[src/rtl/conv32_8.sv]
// ============================================================================
// Module   : conv32_8
// Purpose  : Word-to-byte serializer. Accepts a 32-bit word and emits it as
//            four consecutive registered bytes in the clk_4f domain. Defining
//            CONV32_8_OVERRUN_EN adds a sticky overrun flag output.
// Revision : 1.0 - initial release
// ============================================================================
`default_nettype none

module conv32_8 #(
  parameter int MSB_FIRST = 1
) (
  input  logic        clk_4f,
  input  logic        reset,
  input  logic [31:0] in_data,
  input  logic        in,
  output logic        in_ready,
  output logic [7:0]  out_data,
  output logic        out
`ifdef CONV32_8_OVERRUN_EN
  ,
  output logic        overrun
`endif
);

  logic [1:0]  r_cnt;
  logic [23:0] r_shift;
  logic [7:0]  r_data;
  logic        r_out;

  logic [7:0]  w_first;
  logic [23:0] w_rest;
  logic [7:0]  w_next;
  logic [23:0] w_shifted;

  // Byte ordering is fixed at elaboration; the shift register always drains
  // from the end that holds the next byte to send.
  generate
    if (MSB_FIRST != 0) begin : g_msb_first
      assign w_first   = in_data[31:24];
      assign w_rest    = in_data[23:0];
      assign w_next    = r_shift[23:16];
      assign w_shifted = {r_shift[15:0], 8'h00};
    end else begin : g_lsb_first
      assign w_first   = in_data[7:0];
      assign w_rest    = in_data[31:8];
      assign w_next    = r_shift[7:0];
      assign w_shifted = {8'h00, r_shift[23:8]};
    end
  endgenerate

  assign in_ready = (r_cnt == 2'd0);

  always_ff @(posedge clk_4f) begin
    if (reset) begin
      r_cnt   <= 2'd0;
      r_shift <= 24'h000000;
      r_data  <= 8'h00;
      r_out   <= 1'b0;
    end else if (r_cnt != 2'd0) begin
      r_data  <= w_next;
      r_out   <= 1'b1;
      r_cnt   <= r_cnt - 2'd1;
      r_shift <= w_shifted;
    end else if (in) begin
      r_data  <= w_first;
      r_out   <= 1'b1;
      r_cnt   <= 2'd3;
      r_shift <= w_rest;
    end else begin
      r_data  <= 8'h00;
      r_out   <= 1'b0;
    end
  end

  assign out_data = r_data;
  assign out      = r_out;

`ifdef CONV32_8_OVERRUN_EN
  logic r_overrun;

  // Sticky until reset: records any word offered while busy.
  always_ff @(posedge clk_4f) begin
    if (reset) begin
      r_overrun <= 1'b0;
    end else if (in && !in_ready) begin
      r_overrun <= 1'b1;
    end
  end

  assign overrun = r_overrun;
`endif

endmodule

`default_nettype wire

[config.mk]
export PLATFORM = sky130hd
export DESIGN_NAME = conv32_8
export DESIGN_NICKNAME = d
export VERILOG_FILES = /design/src/rtl/conv32_8.sv
export SDC_FILE = /design/constraint.sdc
export NUM_CORES = 1
export LEC_CHECK = 0
export ABC_AREA = 1
export CAP_MARGIN = 25
export CORE_MARGIN = 2
export CORE_UTILIZATION = 45
export CTS_CLUSTER_SIZE = 28
export DETAILED_ROUTE_END_ITERATION = 10
export PLACE_DENSITY = 0.78
export REMOVE_ABC_BUFFERS = 1
export SLEW_MARGIN = 10
export SYNTH_ARGS = -nofsm -noshare
export SYNTH_HDL_FRONTEND = slang
export SYNTH_SLANG_ARGS = --single-unit
[constraint.sdc]
create_clock -name clk_4f -period 1.49 [get_ports clk_4f]
set_input_delay 0.149 -clock clk_4f [delete_from_list [all_inputs] [get_ports clk_4f]]
set_output_delay 0.149 -clock clk_4f [all_outputs]
set_load 0.005 [all_outputs]
==> run summary <==
number of synthesized register bits - 35
Synth Area in Adders - 1.62%
distinct cell type count after synthesis - 14
# H-tree levels - 2
Hold WS - 357 ps
drt via density - 4.60
DRC viols - 0
port bufs - 44
placed insts - 292
area leader, netlist - dfxtp_1
maxcap violations - 0
WS Path Type - flop to flop
CP endpoint kind - flop
Synthesis Warnings - 0
Synth area leaders - dfxtp_1 45%, nand2_1 16%, nand3_1 16%, a21oi_1 5.5%, buf_6 5.1%
initial core utilization - 46.7%
fin nets - 290
total gr overflow - 0
Worst-Skew Late Latency - 340 ps
Total GRT Usage - 16.9%
antenna-violating nets left - 0
initial antenna violation count - 0
crit path DAT - 1580 ps
worst-margin pin slew - 327 ps
data required time of the worst path - 1770 ps
crit path cell chain - inv_2, ha_1, buf_4, nand2_2, a21oi_1
Worst Hold Class - input port to flop
worst-path fanout max - 22
setup violators final - 0
Crit path largest cell delay - 320 ps
num rows - 21
hold buffers post-CTS - 0
Root Buffer - clkbuf_4
Synth Area in Compound Gates - 5.83%
Slew HR - 78.2%
first-pass GRT wire length - 5.29 mm
Final period util - 87.6%
Crit-path slowest cell - dfxtp_1
Hold Vio Cnt, Final - 0
final non-filler cell total - 299
fin crit period - 1300 ps
largest net degree at the start of global routing - 28
Inserted Clock Buffers - 5
die width - 62.6 um
n_diodes - 0
CTS tree - done
layout cell share with drive strength beyond 1 - 7.51%
Leak Pwr - 0.000923 uW
XOR/XNOR share of the synthesized area - 0%
max-slew violations - 0
vias in the first global route - 1281
mux cell area share after synthesis - 0%
I/O pin count - 45
core area - 0.00331 mm^2
DR WL/cell - 10.0 um
drt pass-1 iters - 4
f_max - 767 MHz
pwr/cell area - 1090 mW/mm^2
GP Congestion - 0.781
clock tree buffer depth - 2
HPWL Detailed - 2.04 mm
maximum resistive drop on vdd - 0.517 mV
sequential area share after synthesis - 45.3%
largest family of logic cells by synthesized area - simple AND/OR/NAND/NOR gates
unrepaired setup endpoints after global routing - false
full die area - 0.00392 mm^2
Avg Cell Area, Syn - 7.33 um^2
total vias in the final route - 1375
simple-gate share of the synthesized area - 33.3%
Num Clock Sinks - 35
Reg clk slew, reported paths - 100 ps
status - finished clean
share of the synthesized area in the top cell type - 45.3%
startpoint types - flop
Iter 0 DRT Violations - 62
Post-Syn Instances - 211
final wirelength - 2.99 mm
Die Height - 62.6 um
Final Skew - 5.72 ps
synthesized area - 0.00155 mm^2
P&R area growth vs syn - 30.5%
-- report_power, final --
| part | internal (uW) | switching (uW) |
|---|---|---|
| sequential | 1030 | 39.8 |
| combinational | 271 | 336 |
| clock | 218 | 299 |
-- critical path, delay by kind of cell, from the launching register on --
| family | cells | cell delay, ps |
|---|---|---|
| AO/OA/AOI/OAI | 1 | 150 |
| AND/OR/NAND/NOR | 1 | 150 |
| flip-flops | 1 | 320 |
| buffers and inverters | 2 | 360 |
| adder cells (fa/ha/maj) | 1 | 260 |
-- area by class of cell --
cell class                      instances  area (um^2)
Clock buffer                            6         51.3
Tap cell                               46         57.6
Multi-Input combinational cell        140          631
Inverter                               23         91.3
Fill cell                             331         1290
Sequential cell                        35          701
Clock inverter                          1         5.00
Timing Repair Buffer                   48          482
-- cells in the final DEF, fill, tap and decap left out --
master,n
nand2_1,67
nand3_1,48
clkdlybuf4s50_1,43
dfxtp_1,35
inv_1,17
a21oi_1,17
clkbuf_4,5
inv_2,4
nor2_1,3
buf_4,3
inv_4,2
ha_1,2
nor2_2,1
o21ai_0,1
nand2_2,1
clkinv_2,1
clkbuf_8,1
dlygate4sd2_1,1
buf_12,1
-- per-layer routing --
| metal | vias up | global-route usage [%] | part of all wire, % |
|---|---|---|---|
| li1 | 753 | - | - |
| met1 | 579 | 19.9 | 44 |
| met2 | 36 | 27.6 | 48 |
| met3 | 7 | 4.68 | 5.3 |
| met4 | 0 | 10.0 | 2.3 |
| met5 | - | 0 | 0 |
-- path summary, 6_finish.rpt --
check,start,to,slack [ps],depth (start not counted)
hold / removal,in_data[7],r_shift[7],360,3
setup reg to reg,r_cnt[0],r_shift[6],190,5
hold reg to reg,r_shift[2],r_shift[2],470,2
setup / recovery,r_cnt[0],r_shift[6],190,5
-- metrics by stage --
| step | total power [uW] | setup WS, ps | instance area, um^2 | setup TNS, ps | util [%] |
|---|---|---|---|---|---|
| finish | 2200 | 185 | 2020 | 0 | 61.0 |
| CTS | 2210 | 168 | 2020 | 0 | 61.0 |
| detailed placement | 1710 | 140 | 1960 | 0 | 59.3 |
| floorplan | 1430 | -318 | 1420 | -6430 | - |
| global route | 2340 | 4.28 | 2020 | 0 | 61.0 |
| global placement | 1690 | 177 | 1960 | 0 | 59.3 |
-- synth_stat cells --
library cell and n:
nor2_1 3, ha_1 2, o21ai_0 1, nand2_1 67, nor2_2 1, buf_6 7, nand3_1 48, inv_1 19
inv_4 2, buf_4 6, nand2_2 1, inv_2 2, dfxtp_1 35, a21oi_1 17
-- flip-flops by register name, indices dropped and copies added (netlist names) --
name,count
out,1
out_data,8
r_cnt,2
r_shift,24
-- cell families (layout without fill, tap and decap cells) --
kind of cell    Yosys count  in the layout
flops                    35             35
fa+ha+maj                 2              2
compound gates           18             18
simple gates            120            120
buf+inv                  36             78
-- timing repair --
| action | CTS | global route |
|---|---|---|
| endpoints found under the setup margin | 1 | 0 |
| gates resized for setup | 3 | 0 |
| buffers inserted | 0 | 0 |
Note: power is estimated with default switching activity, not from simulation.
